### config.mk
export PLATFORM = sky130hd
export DESIGN_NAME = ram_arb_ctrl_flat
export DESIGN_NICKNAME = d
export VERILOG_FILES = /design/src/rtl/ram_arb_ctrl_if.sv /design/src/rtl/ram_arb_ctrl.sv /design/src/flat_wrapper.sv
export SDC_FILE = /design/constraint.sdc
export NUM_CORES = 1
export LEC_CHECK = 0
export BUFFER_PORTS_ARGS = -buffer_cell sky130_fd_sc_hd__buf_2
export CAP_MARGIN = 20
export CORE_UTILIZATION = 34
export DETAILED_ROUTE_END_ITERATION = 10
export GPL_ROUTABILITY_DRIVEN = 0
export PLACE_DENSITY_LB_ADDON = 0.05
export SYNTH_ARGS = -nofsm -noshare
export SYNTH_HDL_FRONTEND = slang
export SYNTH_SLANG_ARGS = --single-unit
### constraint.sdc
create_clock -name clk -period 1.6 [get_ports clk]
set_input_delay 0 -clock clk [delete_from_list [all_inputs] [get_ports clk]]
set_output_delay 0 -clock clk [all_outputs]
set_load 0.1 [all_outputs]
### src/rtl/ram_arb_ctrl_if.sv
// Client and RAM-side signal bundle of ram_arb_ctrl.
// slave is the controller's view, master is the clients' plus RAM's view.
interface ram_arb_ctrl_if #(
  parameter int unsigned DW = 4,
  parameter int unsigned AW = 3
);
  logic          init_done;
  logic          a_req;
  logic          a_we;
  logic [AW-1:0] a_addr;
  logic [DW-1:0] a_wdata;
  logic          a_gnt;
  logic          a_rvalid;
  logic [DW-1:0] a_rdata;
  logic          b_req;
  logic          b_we;
  logic [AW-1:0] b_addr;
  logic [DW-1:0] b_wdata;
  logic          b_gnt;
  logic          b_rvalid;
  logic [DW-1:0] b_rdata;
  logic          ram_en;
  logic [AW-1:0] ram_addr;
  logic [DW-1:0] ram_din;
  logic [DW-1:0] ram_dout;

  modport slave (
    output init_done,
    input  a_req, a_we, a_addr, a_wdata,
    output a_gnt, a_rvalid, a_rdata,
    input  b_req, b_we, b_addr, b_wdata,
    output b_gnt, b_rvalid, b_rdata,
    output ram_en, ram_addr, ram_din,
    input  ram_dout
  );

  modport master (
    input  init_done,
    output a_req, a_we, a_addr, a_wdata,
    input  a_gnt, a_rvalid, a_rdata,
    output b_req, b_we, b_addr, b_wdata,
    input  b_gnt, b_rvalid, b_rdata,
    input  ram_en, ram_addr, ram_din,
    output ram_dout
  );
endinterface

### src/rtl/ram_arb_ctrl.sv
// Owner of a single-port RAM: clears it after reset, then round-robins A/B accesses
// with a fixed one-cycle read latency.
module ram_arb_ctrl #(
  parameter int unsigned   DW       = 4,
  parameter int unsigned   AW       = 3,
  parameter logic [DW-1:0] INIT_VAL = '0
) (
  input logic           clk,
  input logic           rst_n,
  ram_arb_ctrl_if.slave bus
);
  typedef enum logic {StInit, StRun} state_e;

  localparam logic [AW-1:0] LastAddr = {AW{1'b1}};
  localparam logic          PtrA     = 1'b0;
  localparam logic          PtrB     = 1'b1;

  state_e        state_q, state_d;
  logic [AW-1:0] cnt_q, cnt_d;
  logic          ptr_q, ptr_d;
  logic          a_rvalid_q, a_rvalid_d;
  logic          b_rvalid_q, b_rvalid_d;
  logic          a_gnt, b_gnt;
  logic          ram_en;
  logic [AW-1:0] ram_addr;
  logic [DW-1:0] ram_din;

  always_comb begin
    state_d  = state_q;
    cnt_d    = cnt_q;
    ptr_d    = ptr_q;
    a_gnt    = 1'b0;
    b_gnt    = 1'b0;
    ram_en   = 1'b0;
    ram_addr = '0;
    ram_din  = '0;
    unique case (state_q)
      StInit: begin
        ram_en   = 1'b1;
        ram_addr = cnt_q;
        ram_din  = INIT_VAL;
        cnt_d    = cnt_q + 1'b1;
        if (cnt_q == LastAddr) state_d = StRun;
      end
      StRun: begin
        // A wins when alone or when the pointer favours it; B takes whatever A does not.
        a_gnt = bus.a_req & (~bus.b_req | (ptr_q == PtrA));
        b_gnt = bus.b_req & ~a_gnt;
        if (a_gnt) begin
          ram_en   = bus.a_we;
          ram_addr = bus.a_addr;
          ram_din  = bus.a_wdata;
          ptr_d    = PtrB;
        end else if (b_gnt) begin
          ram_en   = bus.b_we;
          ram_addr = bus.b_addr;
          ram_din  = bus.b_wdata;
          ptr_d    = PtrA;
        end
      end
    endcase
  end

  assign a_rvalid_d = a_gnt & ~bus.a_we;
  assign b_rvalid_d = b_gnt & ~bus.b_we;

  always_ff @(posedge clk or negedge rst_n) begin
    if (!rst_n) begin
      state_q    <= StInit;
      cnt_q      <= '0;
      ptr_q      <= PtrA;
      a_rvalid_q <= 1'b0;
      b_rvalid_q <= 1'b0;
    end else begin
      state_q    <= state_d;
      cnt_q      <= cnt_d;
      ptr_q      <= ptr_d;
      a_rvalid_q <= a_rvalid_d;
      b_rvalid_q <= b_rvalid_d;
    end
  end

  assign bus.init_done = (state_q == StRun);
  assign bus.a_gnt     = a_gnt;
  assign bus.b_gnt     = b_gnt;
  assign bus.a_rvalid  = a_rvalid_q;
  assign bus.b_rvalid  = b_rvalid_q;
  assign bus.a_rdata   = a_rvalid_q ? bus.ram_dout : '0;
  assign bus.b_rdata   = b_rvalid_q ? bus.ram_dout : '0;
  assign bus.ram_en    = ram_en;
  assign bus.ram_addr  = ram_addr;
  assign bus.ram_din   = ram_din;
endmodule

### src/flat_wrapper.sv
// flat-port wrapper written by rule: the top's interface ports become plain ports
module ram_arb_ctrl_flat 
#(
  parameter int unsigned   DW       = 4,
  parameter int unsigned   AW       = 3,
  parameter logic [DW-1:0] INIT_VAL = '0
)
  (clk, rst_n, bus_init_done, bus_a_req, bus_a_we, bus_a_addr, bus_a_wdata, bus_a_gnt, bus_a_rvalid, bus_a_rdata, bus_b_req, bus_b_we, bus_b_addr, bus_b_wdata, bus_b_gnt, bus_b_rvalid, bus_b_rdata, bus_ram_en, bus_ram_addr, bus_ram_din, bus_ram_dout);
  ram_arb_ctrl_if #(.DW(DW), .AW(AW)) bus_i ();
  input logic clk;
  input logic rst_n;
  output wire logic [$bits(bus_i.init_done)-1:0] bus_init_done;
  input wire logic [$bits(bus_i.a_req)-1:0] bus_a_req;
  input wire logic [$bits(bus_i.a_we)-1:0] bus_a_we;
  input wire logic [$bits(bus_i.a_addr)-1:0] bus_a_addr;
  input wire logic [$bits(bus_i.a_wdata)-1:0] bus_a_wdata;
  output wire logic [$bits(bus_i.a_gnt)-1:0] bus_a_gnt;
  output wire logic [$bits(bus_i.a_rvalid)-1:0] bus_a_rvalid;
  output wire logic [$bits(bus_i.a_rdata)-1:0] bus_a_rdata;
  input wire logic [$bits(bus_i.b_req)-1:0] bus_b_req;
  input wire logic [$bits(bus_i.b_we)-1:0] bus_b_we;
  input wire logic [$bits(bus_i.b_addr)-1:0] bus_b_addr;
  input wire logic [$bits(bus_i.b_wdata)-1:0] bus_b_wdata;
  output wire logic [$bits(bus_i.b_gnt)-1:0] bus_b_gnt;
  output wire logic [$bits(bus_i.b_rvalid)-1:0] bus_b_rvalid;
  output wire logic [$bits(bus_i.b_rdata)-1:0] bus_b_rdata;
  output wire logic [$bits(bus_i.ram_en)-1:0] bus_ram_en;
  output wire logic [$bits(bus_i.ram_addr)-1:0] bus_ram_addr;
  output wire logic [$bits(bus_i.ram_din)-1:0] bus_ram_din;
  input wire logic [$bits(bus_i.ram_dout)-1:0] bus_ram_dout;
  assign bus_init_done = bus_i.init_done;
  assign bus_i.a_req = bus_a_req;
  assign bus_i.a_we = bus_a_we;
  assign bus_i.a_addr = bus_a_addr;
  assign bus_i.a_wdata = bus_a_wdata;
  assign bus_a_gnt = bus_i.a_gnt;
  assign bus_a_rvalid = bus_i.a_rvalid;
  assign bus_a_rdata = bus_i.a_rdata;
  assign bus_i.b_req = bus_b_req;
  assign bus_i.b_we = bus_b_we;
  assign bus_i.b_addr = bus_b_addr;
  assign bus_i.b_wdata = bus_b_wdata;
  assign bus_b_gnt = bus_i.b_gnt;
  assign bus_b_rvalid = bus_i.b_rvalid;
  assign bus_b_rdata = bus_i.b_rdata;
  assign bus_ram_en = bus_i.ram_en;
  assign bus_ram_addr = bus_i.ram_addr;
  assign bus_ram_din = bus_i.ram_din;
  assign bus_i.ram_dout = bus_ram_dout;
  ram_arb_ctrl #(.DW(DW), .AW(AW), .INIT_VAL(INIT_VAL)) u_core (.clk(clk), .rst_n(rst_n), .bus(bus_i));
endmodule
# Word level (Yosys, flattened, before mapping)
# Cells that the tools add are included.
[word_totals]
output_inout_bits = 21
inputBits = 24
word_cells = 37
regBits = 7
[classes]
addsub = 1
bitwise = 11
n_reduce_logical = 2
muxes = 17
eq_ne = 1
[op_table]
columns = ["cell", "n"]
rows = [
  ["2-to-1 mux 4 bit", 4],
  ["2-to-1 mux 1 bit", 8],
  ["one-hot mux 4 bit (2 select lines)", 1],
  ["2-to-1 mux 3 bit", 2],
  ["inverter 1 bit", 6],
  ["one-hot mux 3 bit (2 select lines)", 1],
  ["AND 1 bit", 4],
  ["adder 3 x 1 -> 3 bit, second input constant", 1],
  ["equality test 3 bit, second input constant", 1],
  ["one-hot mux 1 bit (2 select lines)", 1],
  ["AND reduction 2 bit", 1],
  ["nonzero test 2 bit", 1],
  ["OR 1 bit", 1],
]

# Longest topological paths before layout
# Gate-level depths: netlist (run 1).
[logic_depth]
word_depth = 8
depth_mapped = 4
mapped_depth_nobuf = 3

# Worst setup path after synthesis (run 1)
# OpenSTA, ideal clock, no wires.
[synth_timing]
path_type = "flip-flop to output port"
start = "register u_core.state_q (netlist: u_core.bus.init_done)"
end = "output port bus_ram_addr[0]"
t_required_ns = 1.600
arrival_ns = 2.750
path_stages_with_launch = 5
path_buffers = 2
setup_slack_ns = -1.150
path_cell_list = "dfrtp_1 buf_2 and3_1 buf_2 a221o_1"
[synth_via]
elab_chain_len = 2
[synth_rtl]
columns = ["item", "line", "rtl"]
rows = [
  ["from (decl)", "ram_arb_ctrl.sv:18", "state_e state_q, state_d;"],
  ["from (signal assigned)", "ram_arb_ctrl.sv:69", "state_q <= StInit;"],
  ["from (signal assigned)", "ram_arb_ctrl.sv:75", "state_q <= state_d;"],
  ["inverter 1 bit", "--", ""],
  ["one-hot mux 3 bit (2 select lines) *", "ram_arb_ctrl.sv:37", "unique case (state_q)"],
  ["to (decl)", "flat_wrapper.sv:28", "output wire logic [$bits(bus_i.ram_addr)-1:0] bus_ram_addr;"],
]
# Mark *: on every way between the ends. The rest lies on a longest branch, timed or not.

# Final worst setup path (run 1)
[layout_timing]
start = "register u_core.ptr_q"
end = "output port bus_ram_addr[2]"
[layout_via]
elab_chain_len = 8
[layout_rtl]
columns = ["item", "line", "rtl"]
rows = [
  ["from (decl)", "ram_arb_ctrl.sv:20", "logic ptr_q, ptr_d;"],
  ["from (signal assigned)", "ram_arb_ctrl.sv:71", "ptr_q <= PtrA;"],
  ["from (signal assigned)", "ram_arb_ctrl.sv:77", "ptr_q <= ptr_d;"],
  ["inverter 1 bit *", "ram_arb_ctrl.sv:47", "a_gnt = bus.a_req & (~bus.b_req | (ptr_q == PtrA));"],
  ["OR 1 bit *", "ram_arb_ctrl.sv:47", ""],
  ["AND 1 bit *", "ram_arb_ctrl.sv:47", ""],
  ["inverter 1 bit", "ram_arb_ctrl.sv:48", "b_gnt = bus.b_req & ~a_gnt;"],
  ["AND 1 bit", "ram_arb_ctrl.sv:48", ""],
  ["2-to-1 mux 3 bit", "ram_arb_ctrl.sv:54", "end else if (b_gnt) begin"],
  ["2-to-1 mux 3 bit *", "ram_arb_ctrl.sv:49", "if (a_gnt) begin"],
  ["one-hot mux 3 bit (2 select lines) *", "ram_arb_ctrl.sv:37", ""],
]
# Marked as above.

==> results of run 1 <==
## logic make-up (layout without fill, tap and decap cells)
logic type      Yosys count  in the layout  synth area share
xor+xnor                  1              1            0.0191
mux                       2              2            0.0492
buf+inv                   3             53            0.0464
fa+ha+maj                 2              2            0.0546
compound gates            8              8             0.156
simple gates             22             22             0.292
flops                     7              7             0.383
## worst min path at each step
stage                          from                  end  slack [ns]  depth (start not counted)
final                     bus_a_req         u_core.ptr_q         0.1                          3
after global routing      bus_a_req         u_core.ptr_q        0.11                          3
after CTS                 bus_a_req         u_core.ptr_q        0.09                          3
after detailed placement      rst_n  u_core.bus.a_rvalid       -0.16                          1
after global placement        rst_n         u_core.ptr_q       -0.16                          1
after floorplan               rst_n  u_core.bus.a_rvalid       -0.30                          0
## flip-flops by register name, summed over array words and instances (netlist names)
signal / cells
u_core.cnt_q: 3
u_core.bus.init_done: 1
u_core.ptr_q: 1
u_core.bus.a_rvalid: 1
u_core.bus.b_rvalid: 1
## placed cells by master, fill, tap and decap left out, drive strengths merged, types with 2 or more instances in the layout
cell	n
a221o	3
a22o	4
and2	8
and3	2
buf	45
clkbuf	5
dfrtp	7
dlygate4sd3	3
ha	2
mux2	2
nand3	3
nor2b	5
## layout make-up
cell class	count	share of cell area
Sequential cell	7	0.190
Tap cell	14	0.0186
Timing Repair Buffer	49	0.390
Clock buffer	4	0.0279
Multi-Input combinational cell	35	0.373
## synth_stat cells, types with 2 or more instances
| master | count | area [um2] |
|---|---|---|
| and2_1 | 8 | 50.1 |
| dfrtp_1 | 7 | 175 |
| nor2b_1 | 5 | 31.3 |
| a221o_1 | 3 | 30.0 |
| a22o_1 | 3 | 26.3 |
| nand3_1 | 3 | 15.0 |
| buf_2 | 2 | 10.0 |
| ha_1 | 2 | 25.0 |
| mux2_2 | 2 | 22.5 |
## metal layers
layer / routed length, um / up-vias / global-route usage
li1: - / 261 / -
met1: 570 / 253 / 0.230
met2: 712 / 35 / 0.367
met3: 181 / 0 / 0.110
met4: 0 / 0 / 0.0259
met5: 0 / - / 0
## worst max-delay path, delay by kind of cell, from the launching register on
family	cells	cell delay (ns)
DFF	1	0.40
AOI/OAI and AO/OA	1	0.38
and+or+nand+nor	2	0.32
buffers and inverters	1	0.19
## through the flow
stage / utilization / area, um2 / TNS [ns] / hold WS (ns) / setup slack [ns]
floorplan: - / 566 / -0.114 / -0.296 / -0.0681
global placement: 0.714 / 836 / 0 / -0.159 / 0.186
detailed placement: 0.714 / 836 / 0 / -0.160 / 0.154
CTS: 0.796 / 932 / 0 / 0.0889 / 0.0145
global route: 0.804 / 942 / 0 / 0.112 / 0.0223
finish: 0.804 / 942 / 0 / 0.0989 / 0.0542
## power by group through the flow
stage	sequential (uW)	combinational [uW]	clock, uW
detailed placement	191	439	0
floorplan	211	320	0
finish	188	475	161
global placement	190	437	0
CTS	188	469	165
global route	189	489	172
## what timing repair did
action                                 CTS  global route
hold buffers                             3             0
gates resized for setup                 10             3
endpoints found under the hold margin    9             0
pin swaps                                1             2
setup endpoints to repair                7             8
==> results.toml, run 1 <==
[run_status]
status = "finished clean"

[final_layout]
final_cells = 109
nNetsFinal = 122
multi_input_area_um2 = 352
nFillCells = 79
register_area_um2 = 179
n_antenna_cell = 0
drive_gt1_frac = 0.747
syn_to_final_growth_pct = 106

[power_and_ir_drop]
clockPowerShare = 0.195
power.total_uw = 824
seqPwrFrac = 0.228
p_leak_uw = 0.000507
p_per_area_mw_per_mm2 = 874
switching_share = 0.480
p_int_uw = 429
switchingPower_uw = 395
irDropWorstVdd_v = 0.000778
p_comb_frac = 0.576

[floorplan]
die_w_um = 38.7
die_area_mm2 = 0.00150
die_h_um = 38.7
core_area_mm2 = 0.00117
start_util = 0.391
pin_count = 45
rows = 12

[place]
io_buffer_count = 44
dp_cells = 102

[drt]
wl_um = 1460
ant_nets = 0
route.detailed.drc = 0
vias = 549
post_drt_wl_per_cell_um = 13.4
drt_first_pass_iters = 2
drt_iter0_drc = 1
avgViaCountPerCell = 5.04

[worst_setup_path]
slowest_delay_ns = 0.40
critPathMaxFanout = 4
crit_type = "flip-flop to primary output"
arrival_ns = 1.55
rr_startpoint = "u_core.cnt_q[0]"
reg2reg_depth = 3
worstSetupEndpoint = "bus_ram_addr[2]"
worstSetupEndpointType = "primary output"
worstSetupStartpoint = "u_core.ptr_q"
r2r_setup_slack_ns = 0.36
critical_path_required_ns = 1.60
r2r-end = "u_core.cnt_q[2]"
cpMaxStageDelayCell = "dfrtp_1"
cp-start-kind = "flip-flop"
path_cells = "nand2b_4, and3_4, a221o_4, buf_6"

[synthesis]
ys.flop_type = "dfrtp_1"
ys_ff_latch = 7
ys_warn_count = 0
synth_fp_nets = 71
syn-instance-count = 45
avgSynthCellArea_um2 = 10.2
synth-edff-count = 0
synth-seq-area-share = 0.383
syn_area_um2 = 458
yosysUniqueCellTypes = 19
ys_async_sr_fraction = 1.00

[clocking]
clock_path_buffers = 2
cts_setup_buffers = 0
clkTransAtPathRegs_ns = 0.05
cts_made_buffers = 3
h-tree-depth = 1
cts.sinks = 7
clock_latency_ns = 0.25
cts_tree = "built"
root_buffer = "clkbuf_4"

[timing]
fin_worst_skew_ns = 0.00167
slew_headroom = 0.678
finalSetupViolCount = 0
hold_viol_final = 0
drv_slew = 0
rsz0062_at_grt = "no"
worst_pin_slew_ns = 0.486
max_freq_mhz = 647
fin_crit_ns = 1.55
min_period_over_period = 0.966

[global_routing]
grt_max_degree = 10
gr-total-overflow = 0
track_usage = 0.210
antenna_found_initial = 0
grt_first_pass_wirelength_um = 2040
grt_pass1_vias = 497

[min_path]
hp-class = "input pin to flip-flop"

[run]
max_cap_viol_count = 0
Power figures use the tool's default switching activity.
==> run 2, diff against run 1 <==
Settings changed: CORE_AREA set to 2 2 39 41, CORE_UTILIZATION 34 to unset, CTS_BUF_LIST set to sky130_fd_sc_hd__clkbuf_4 sky130_fd_sc_hd__clkbuf_8, DIE_AREA set to 0 0 41 43.
==> results.toml, run 2 (same netlist as run 1, synthesis figures left out) <==
[run_status]
status = "finished clean"

[worst_setup_path]
cp-start-kind = "flip-flop"
arrival_ns = 1.53
reg2reg_depth = 3
critical_path_required_ns = 1.60
critPathMaxFanout = 6
crit_type = "flip-flop to primary output"
worstSetupEndpointType = "primary output"

[place]
place_hpwl_um = 1110
dp_cells = 103
io_buffer_count = 44
place_ws_ns = 0.114

[clocking]
root_buffer = "clkbuf_4"
clock_latency_ns = 0.25
clkTransAtPathRegs_ns = 0.05
cts_tree = "built"
cts.sinks = 7
cts_made_buffers = 3
h-tree-depth = 1
clock_path_buffers = 2

[timing]
rsz0062_at_grt = "no"
slew_headroom = 0.675
max_freq_mhz = 652
fin_worst_skew_ns = 0.00357
min_period_over_period = 0.959
finalSetupViolCount = 0
timing.hold.ws_ns = 0.0760
hold_viol_final = 0
drv_slew = 0
setup_ws_ns = 0.0654
fin_crit_ns = 1.53
worst_pin_slew_ns = 0.491

[drt]
vias = 535
drt_iter0_drc = 0
drt_first_pass_iters = 1
ant_nets = 0
route.detailed.drc = 0
wl_um = 1420
avgViaCountPerCell = 4.73
post_drt_wl_per_cell_um = 12.5

[global_routing]
gr-total-overflow = 0
antenna_found_initial = 0
grt_pass1_vias = 543
grt_first_pass_wirelength_um = 2190
grt_max_degree = 10
track_usage = 0.187

[final_layout]
register_area_um2 = 179
multi_input_area_um2 = 352
syn_to_final_growth_pct = 112
final_cells = 113
final_cell_mix = "buf_2, and2_2, buf_12, dfrtp_1, nor2b_1"
nFillCells = 115
final_util = 0.701
largest_reg_flops = 3
regMostFlops = "u_core.cnt_q"
drive_gt1_frac = 0.763
layout_commonest_cell = "buf_2"
n_antenna_cell = 0
nNetsFinal = 124

[min_path]
hp-class = "input pin to flip-flop"
holdPathStages = 3

[floorplan]
die_h_um = 43
die_area_mm2 = 0.00176
pin_count = 45
rows = 14
start_util = 0.331
core_area_mm2 = 0.00138
die_w_um = 41

[power_and_ir_drop]
power.total_uw = 843
p_leak_uw = 0.000523
irDropWorstVdd_v = 0.000530
p_per_area_mw_per_mm2 = 870

[run]
max_cap_viol_count = 0
-- run 2: timing repair --
item                                   in CTS  in global routing
setup endpoints to repair                   3                  3
hold buffers                                3                  0
endpoints found under the hold margin       9                  0
gates resized for setup                    10                  1
pin swaps                                   1                  2
setup buffers                               1                  2
-- run 2: final timing paths --
path | start | to | slack, ns
min reg2reg | u_core.cnt_q[0] | u_core.cnt_q[0] | 0.51
min in group asynchronous | rst_n | u_core.cnt_q[0] | 0.11
min | bus_a_req | u_core.ptr_q | 0.08
max | u_core.ptr_q | bus_ram_addr[2] | 0.07
max in group asynchronous | rst_n | u_core.bus.init_done | 1.31
max reg2reg | u_core.cnt_q[0] | u_core.cnt_q[2] | 0.34
-- run 2: power by group --
part	total [uW]	leakage (uW)	internal, uW	switching (uW)
sequential	188	0.0000891	183	4.70
combinational	482	0.000416	158	324
clock	173	0.0000184	112	61.4
total	843	0.000523	453	390
-- run 2: worst max-delay path, stage by stage (launching register included) --
cell and delay, ns:
dfrtp_1 0.39, nand2b_4 0.15, and3_4 0.18, a221o_4 0.39, buf_6 0.19
-- run 2: cell type report --
cell class	instances	share of cell area
clock buffer	4	0.0310
timing repair buffer	51	0.401
tap	16	0.0206
sequential	7	0.185
multi-input combinational	35	0.363
-- run 2: metal layers --
| metal | vias to the layer above | wire length, um | global-route usage |
|---|---|---|---|
| li1 | 266 | - | - |
| met1 | 239 | 588 | 0.231 |
| met2 | 30 | 678 | 0.281 |
| met3 | 0 | 148 | 0.0681 |
| met4 | 0 | 0 | 0.0800 |
| met5 | - | 0 | 0 |
-- run 2: metrics by stage --
stage | cell area [um2] | setup TNS [ns]
6_report | 970 | 0
5_1_grt | 970 | 0
4_1_cts | 951 | 0
3_5_place_dp | 831 | 0
3_3_place_gp | 831 | 0
2_1_floorplan | 566 | -0.114
